--- src/rtl/pol_ofm_wr_pkg.sv ---
// Shared pool package: write-FSM state encodings and width helpers.
package pol_ofm_wr_pkg;

    localparam logic [1:0] ST_IDLE  = 2'd0;
    localparam logic [1:0] ST_WRITE = 2'd1;
    localparam logic [1:0] ST_DONE  = 2'd2;

    // Bits needed to hold ceil(chi / lanes) for any chi of chn_w bits.
    function automatic int unsigned grp_width(input int unsigned chn_w,
                                              input int unsigned lanes);
        return chn_w - $clog2(lanes) + 2;
    endfunction

    // Pad width so chi + (lanes-1) cannot overflow before the divide.
    function automatic int unsigned pad_width(input int unsigned chn_w,
                                              input int unsigned lanes);
        return chn_w + $clog2(lanes) + 1;
    endfunction

endpackage

--- src/rtl/pol_ofm_wr_pow_fifo2.sv ---
// Two-entry valid/ready FIFO sitting between the pooling core and GLB writes.
module pow_fifo2 #(
    parameter int DW = 512
) (
    input  logic          clk,
    input  logic          rst_n,
    input  logic          flush_i,
    input  logic          in_vld_i,
    output logic          in_rdy_o,
    input  logic [DW-1:0] in_dat_i,
    output logic          out_vld_o,
    input  logic          out_rdy_i,
    output logic [DW-1:0] out_dat_o
);

    logic [DW-1:0] mem_q [2];
    logic          wr_ptr_q;
    logic          rd_ptr_q;
    logic [1:0]    cnt_q;
    logic          push;
    logic          pop;

    assign in_rdy_o  = (cnt_q != 2'd2);
    assign out_vld_o = (cnt_q != 2'd0);
    assign out_dat_o = mem_q[rd_ptr_q];
    assign push      = in_vld_i & in_rdy_o;
    assign pop       = out_vld_o & out_rdy_i;

    always_ff @(posedge clk or negedge rst_n) begin
        if (!rst_n) begin
            mem_q[0] <= '0;
            mem_q[1] <= '0;
            wr_ptr_q <= 1'b0;
            rd_ptr_q <= 1'b0;
            cnt_q    <= 2'd0;
        end else if (flush_i) begin
            wr_ptr_q <= 1'b0;
            rd_ptr_q <= 1'b0;
            cnt_q    <= 2'd0;
        end else begin
            if (push) begin
                mem_q[wr_ptr_q] <= in_dat_i;
                wr_ptr_q        <= ~wr_ptr_q;
            end
            if (pop) begin
                rd_ptr_q <= ~rd_ptr_q;
            end
            cnt_q <= cnt_q + {1'b0, push} - {1'b0, pop};
        end
    end

endmodule

--- src/rtl/pol_ofm_wr.sv ---
// Pooled output-feature-map writer: streams pooled words into GLB at Base.
// Optional ReLU clamp on each lane before buffering: POL_OFM_WR_RELU_EN.
module pol_ofm_wr
    import pol_ofm_wr_pkg::*;
#(
    parameter int ACT_WIDTH      = 8,
    parameter int POOL_COMP_CORE = 64,
    parameter int IDX_WIDTH      = 10,
    parameter int CHN_WIDTH      = 12,
    parameter int ADDR_WIDTH     = 16
) (
    input  logic                                clk,
    input  logic                                rst_n,
    input  logic                                CCUPOW_Rst,
    input  logic                                CCUPOW_CfgVld,
    output logic                                POWCCU_CfgRdy,
    input  logic [IDX_WIDTH-1:0]                CCUPOW_CfgNip,
    input  logic [CHN_WIDTH-1:0]                CCUPOW_CfgChi,
    input  logic [ADDR_WIDTH-1:0]               CCUPOW_CfgBase,
    input  logic                                POLPOW_OfmVld,
    input  logic [ACT_WIDTH*POOL_COMP_CORE-1:0] POLPOW_Ofm,
    output logic                                POWPOL_OfmRdy,
    output logic                                POWGLB_WrVld,
    output logic [ADDR_WIDTH-1:0]               POWGLB_WrAddr,
    output logic [ACT_WIDTH*POOL_COMP_CORE-1:0] POWGLB_WrDat,
    input  logic                                GLBPOW_WrRdy,
    output logic                                POWCCU_Done
);

    localparam int DW = ACT_WIDTH * POOL_COMP_CORE;
    localparam int GW = grp_width(CHN_WIDTH, POOL_COMP_CORE);
    localparam int PW = pad_width(CHN_WIDTH, POOL_COMP_CORE);
    localparam int TW = IDX_WIDTH + GW;

    logic [1:0]            state_q, state_d;
    logic [TW-1:0]         total_q, total_d;
    logic [TW-1:0]         acc_q, acc_d;
    logic [TW-1:0]         wr_cnt_q, wr_cnt_d;
    logic [ADDR_WIDTH-1:0] addr_q, addr_d;

    logic [PW-1:0] chi_pad;
    logic [GW-1:0] grp_cnt;
    logic [TW-1:0] cfg_total;
    logic [DW-1:0] ofm_proc;
    logic          fifo_in_rdy;
    logic          push_hs;
    logic          wr_hs;

    assign chi_pad   = PW'(CCUPOW_CfgChi) + PW'(POOL_COMP_CORE - 1);
    assign grp_cnt   = GW'(chi_pad / PW'(POOL_COMP_CORE));
    assign cfg_total = TW'(CCUPOW_CfgNip) * TW'(grp_cnt);

`ifdef POL_OFM_WR_RELU_EN
    for (genvar gi = 0; gi < POOL_COMP_CORE; gi++) begin : g_relu
        assign ofm_proc[gi*ACT_WIDTH +: ACT_WIDTH] =
            POLPOW_Ofm[gi*ACT_WIDTH + ACT_WIDTH - 1] ? '0 : POLPOW_Ofm[gi*ACT_WIDTH +: ACT_WIDTH];
    end
`else
    assign ofm_proc = POLPOW_Ofm;
`endif

    assign POWCCU_CfgRdy = (state_q == ST_IDLE);
    assign POWCCU_Done   = (state_q == ST_DONE);
    assign POWPOL_OfmRdy = (state_q == ST_WRITE) & fifo_in_rdy & (acc_q < total_q);
    assign POWGLB_WrAddr = addr_q;
    assign push_hs       = POLPOW_OfmVld & POWPOL_OfmRdy;
    assign wr_hs         = POWGLB_WrVld & GLBPOW_WrRdy;

    pow_fifo2 #(
        .DW(DW)
    ) u_fifo (
        .clk      (clk),
        .rst_n    (rst_n),
        .flush_i  (CCUPOW_Rst),
        .in_vld_i (push_hs),
        .in_rdy_o (fifo_in_rdy),
        .in_dat_i (ofm_proc),
        .out_vld_o(POWGLB_WrVld),
        .out_rdy_i(GLBPOW_WrRdy),
        .out_dat_o(POWGLB_WrDat)
    );

    always_comb begin
        state_d  = state_q;
        total_d  = total_q;
        acc_d    = acc_q;
        wr_cnt_d = wr_cnt_q;
        addr_d   = addr_q;
        case (state_q)
            ST_IDLE: begin
                if (CCUPOW_CfgVld) begin
                    total_d  = cfg_total;
                    addr_d   = CCUPOW_CfgBase;
                    acc_d    = '0;
                    wr_cnt_d = '0;
                    state_d  = (cfg_total == '0) ? ST_DONE : ST_WRITE;
                end
            end
            ST_WRITE: begin
                if (push_hs) begin
                    acc_d = acc_q + 1'b1;
                end
                if (wr_hs) begin
                    addr_d   = addr_q + 1'b1;
                    wr_cnt_d = wr_cnt_q + 1'b1;
                    if (wr_cnt_q == total_q - 1'b1) begin
                        state_d = ST_DONE;
                    end
                end
            end
            ST_DONE: state_d = ST_IDLE;
            default: state_d = ST_IDLE;
        endcase
        // Soft reset wins over everything, including a same-cycle config.
        if (CCUPOW_Rst) begin
            state_d  = ST_IDLE;
            total_d  = '0;
            acc_d    = '0;
            wr_cnt_d = '0;
            addr_d   = '0;
        end
    end

    always_ff @(posedge clk or negedge rst_n) begin
        if (!rst_n) begin
            state_q  <= ST_IDLE;
            total_q  <= '0;
            acc_q    <= '0;
            wr_cnt_q <= '0;
            addr_q   <= '0;
        end else begin
            state_q  <= state_d;
            total_q  <= total_d;
            acc_q    <= acc_d;
            wr_cnt_q <= wr_cnt_d;
            addr_q   <= addr_d;
        end
    end

endmodule

--- config.mk ---
export PLATFORM = sky130hd
export DESIGN_NAME = pol_ofm_wr
export DESIGN_NICKNAME = d
export VERILOG_FILES = /design/src/rtl/pol_ofm_wr_pkg.sv /design/src/rtl/pol_ofm_wr_pow_fifo2.sv /design/src/rtl/pol_ofm_wr.sv
export SDC_FILE = /design/constraint.sdc
export NUM_CORES = 2
export LEC_CHECK = 0
export BUFFER_PORTS_ARGS = -buffer_cell sky130_fd_sc_hd__buf_2
export CORE_AREA = 8 8 419 421
export CTS_CLUSTER_DIAMETER = 120
export DETAILED_ROUTE_END_ITERATION = 12
export DIE_AREA = 0 0 427 429
export GPL_TIMING_DRIVEN = 0
export PLACE_DENSITY = 0.55
export SETUP_SLACK_MARGIN = 0.15
export SYNTH_ARGS = -nofsm -noshare
export SYNTH_HDL_FRONTEND = slang
export SYNTH_HIERARCHICAL = 1
export SYNTH_SLANG_ARGS = --single-unit
--- constraint.sdc ---
create_clock -name clk -period 9 [get_ports clk]
set_input_delay 1.8 -clock clk [delete_from_list [all_inputs] [get_ports clk]]
set_output_delay 1.8 -clock clk [all_outputs]
set_load 0.005 [all_outputs]
==> summary.md <==
| Metric | Value |
|---|---|
| Seq cells post-synth | `between 1000 and 1500` |
| Maximum vdd drop | `212 µV` |
| Fin util | `between 30% and 40%` |
| Crit path max-delay family | `simple AND/OR/NAND/NOR gates` |
| Vias in the first global route | `35883` |
| Clock transition at path regs | `0.06 ns` |
| Slew @ Worst Pin | `~1.2 ns` |
| # clock sinks | `1099` |
| Largest net degree at the start of global routing | `between 150 and 200` |
| Die height | `about 430 µm` |
| Placer congestion estimate | `0.886` |
| Hold_buf cts | `0` |
| IO Pins | `approximately 1100` |
| Row cnt | `roughly 150` |
| Die X | `~430 µm` |
| Maximum clock path buffer count | `3` |
| CTS Root Cell | `clkbuf_16` |
| Via count | `between 30000 and 40000` |
| Cell variety after synth | `65` |
| Final nets | `~5500` |
| Initial antenna violation count | `93` |
| Status | `finished clean` |
| Placed cells | `just under 7000` |
| CP most frequent cell | `fa_1` |
| PostCTS Resize Cnt | `0` |
| Grt total ovfl | `0` |
| Critical Path, Cell by Cell | `buf_2 -> nor4_1 -> nand2_1 -> and3_1 -> and2_1 -> and3_1 -> clkbuf_1 -> xor2_1 -> and2_1 -> fa_1 -> inv_1 -> fa_1 -> fa_1 -> inv_1 -> fa_1 -> ha_1 -> o211ai_1 -> a21oi_1 -> a21boi_0 -> nand2b_1 -> xnor2_1 -> nand4bb_1 -> or4b_4 -> o2bb2ai_1` |
| Via-to-Cell Ratio | `4.78` |
| DR iter-0 viols | `roughly 1600` |
| Post-synth ARST share | `100%` |
| Number of synthesized flops with an enable pin | `0` |
| Worst Clk Skew | `between 0.02 and 0.03 ns` |
| CP Launch Type | `input pin` |
| Routed Antenna Nets | `0` |
| Worst setup path class | `in -> reg` |
| DRC | `0` |
| H-tree level count | `4` |
| Wire length of the first global-routing pass | `between 200000 and 300000 µm` |
| HP Class | `reg -> reg` |
| Post-CTS setup buffer count | `0` |
| Mapped Cells | `roughly 3600` |
| Worst path required time | `around 9.7 ns` |
| P_sw | `between 7 and 8 mW` |
| Detail Placement HPWL | `between 100000 and 150000 µm` |
| Die ar. | `between 150000 and 200000 µm²` |
| Lkg Pwr | `just over 30 nW` |
| CP max stage cell | `xor2_1` |
| PortBufs | `about 1100` |
| Gr usage total | `18.3%` |
| Highest-count cells in the layout ignoring fill and taps | `mux2_2 (1536), buf_2 (1235), dfrtp_1 (1099)` |
| Core Region | `approximately 170000 µm²` |
| Setup Viol. Count Final | `0` |
| Initial Utilization | `between 30% and 40%` |
| Final WL | `between 150000 and 200000 µm` |
| Final Critical Period | `7.85 ns` |
| Dominant synthesized flop cell | `dfrtp_1` |
| Endpoint class of the critical path | `flip-flop` |
| Slew margin rel. | `between 20% and 30%` |
| Part of the power in registers | `a little under two fifths` |
| Fin. max-slew vios | `0` |
| CP arrival | `8.51 ns` |
| Average cell area after synthesis | `between 10 and 15 µm²` |
| Max Cap Viol | `0` |
| Commonest non-fill, non-tap cell in the layout | `mux2_2` |
| Area grow syn2layout | `25.3%` |
| Delay of the slowest cell on the worst path | `approximately 0.63 ns` |
| DP Worst Slack | `0.369 ns` |
| Fmax | `127 MHz` |
| Setup TNS Final | `0 ns` |
| CTS tree | `done` |
| Syn_nets | `4228` |
| Ys Warns | `6` |
| Layout cells sized above 1 | `roughly 60%` |
| TritonCTS Buffers | `~130` |
| Pre-Repair DR Iteration Count | `7` |
| Combinational power share | `38.3%` |
| Filler cell count | `around 16000` |
| Setup ws final | `1.15 ns` |
| Switch share | `32.6%` |
| Clock power frac | `roughly 25%` |
| Worst Path Buf+Inv | `4` |
| Fin. Hold Viols | `0` |
| Largest fanout on the critical path | `10` |
| Seq/Total Area, Yosys | `a little over half` |
| Pwr per Cell Area | `between 300 and 400 nW/µm²` |
| RSZ-0062 raised after global routing | `no` |
| Internal Dissipation | `between 10 and 15 mW` |
| Clock Latency Late Sink | `approximately 0.79 ns` |
| Synthesized cell area | `51000 µm²` |
| Post-Layout Cell Count | `between 7000 and 8000` |
| Wire per inst | `about 24 µm` |
| Tcrit/Tclk final | `just under 90%` |
==> power by group through the flow <==
stage / Combinational, mW / Clock, mW / Sequential, mW
after CTS: 8.50 / 5.53 / 8.05
after global routing: 8.97 / 5.72 / 8.33
after detailed placement: 8.45 / 0 / 8.12
after global placement: 8.37 / 0 / 8.06
after floorplan: 4.91 / 0 / 7.81
final: 8.32 / 5.34 / 8.06
==> state kept, by name, summed over array words and instances (netlist names) <==
name,flops
u_fifo/rd_ptr_q,1
wr_cnt_q,18
u_fifo/wr_ptr_q,1
acc_q,18
total_q,17
u_fifo/cnt_q,2
u_fifo/mem_q,1024
POWGLB_WrAddr,16
state_q,2
==> cell type report <==
type,instances,area [µm²],share of cell area [%]
clock inverters,33,435,0.682
well taps,2218,2780,4.34
plain buffers,193,912,1.43
flip-flops and latches,1099,27500,43.1
multi-input cells,2203,22300,34.8
repair buffers,1095,5660,8.86
inverters,81,304,0.476
clock buffers,203,3930,6.16
diodes,41,103,0.161
==> cells in the mapped netlist, types with 3 or more instances <==
cell         n  area [µm²]
mux2_2    1536       17300
dfrtp_1   1099       27500
buf_2      149         746
nand2_1     85         319
inv_1       81         304
ha_1        57         713
nor2_1      57         214
and2_1      47         294
clkbuf_1    44         165
o21ai_0     43         215
a21oi_1     40         200
fa_1        39         781
nand3_1     31         155
xnor2_1     31         272
xor2_1      25         219
and3_1      24         150
a211oi_1    15         113
a21o_1      13        97.6
or3_1       13        81.3
nor3_1      11        55.1
nand2b_1    10        62.6
nand4_1      9        56.3
o31ai_1      9        67.6
or4_1        8        60.1
a31oi_1      7        43.8
nor2b_1      7        43.8
o22ai_1      7        43.8
nor4_1       6        37.5
o211ai_1     6        45.0
o21a_1       5        37.5
a2111o_1     4        45.0
and4_1       4        35.0
mux2i_1      4        40.0
a221oi_1     3        26.3
nand4b_1     3        26.3
nor3b_1      3        22.5
or2_1        3        18.8
or2_2        3        18.8
==> metal layers <==
metal | vias up | track usage, % | wire, µm
li1 | 15367 | - | -
met1 | 17649 | 21.6 | 69100
met2 | 871 | 31.4 | 86800
met3 | 314 | 4.81 | 10300
met4 | 20 | 7.24 | 6290
met5 | - | 0 | 130
==> per-stage QoR <==
| stage | instance area [µm²] | hold slack [ns] | power (mW) |
|---|---|---|---|
| detailed placement | 59400 | 0.487 | 16.6 |
| CTS | 63800 | 0.499 | 22.1 |
| floorplan | 51000 | 0.464 | 12.7 |
| global placement | 59200 | 0.480 | 16.4 |
| finish | 63900 | 0.498 | 21.7 |
| global route | 63800 | 0.505 | 23.0 |
==> worst paths after layout <==
kind,start,to,slack (ns),cells past startpoint
max,CCUPOW_CfgChi[1],state_q[0],1.15,24
min,u_fifo/mem_q[189],u_fifo/mem_q[189],0.50,1
max reg2reg,state_q[0],u_fifo/mem_q[652],3.25,16
min reg2reg,u_fifo/mem_q[189],u_fifo/mem_q[189],0.50,1
max in group asynchronous,rst_n,u_fifo/mem_q[291],5.52,4
min in group asynchronous,rst_n,u_fifo/mem_q[991],1.03,1
==> worst reg2reg max path: stages (launching register included) <==
cell	delay [ns]
dfrtp_1	0.32
buf_2	0.23
inv_1	0.13
nor2_1	0.70
nand3_1	0.26
a21oi_1	0.18
o21ai_0	0.18
a21o_1	0.24
clkbuf_1	0.23
inv_1	0.20
and2_1	0.32
inv_1	0.14
nor4_4	0.53
buf_6	0.25
clkbuf_1	0.76
buf_2	0.53
mux2_2	0.41
==> kinds of logic after synthesis <==
| group | synth area share [%] |
|---|---|
| buffers and inverters | 2.38 |
| flip-flops | 54.0 |
| adder cells (fa/ha/maj) | 2.93 |
| AND/OR/NAND/NOR | 3.47 |
| multiplexers | 34.0 |
| AO/OA/AOI/OAI | 2.28 |
| XOR/XNOR | 0.962 |
Note: power is estimated with default switching activity, not from simulation.
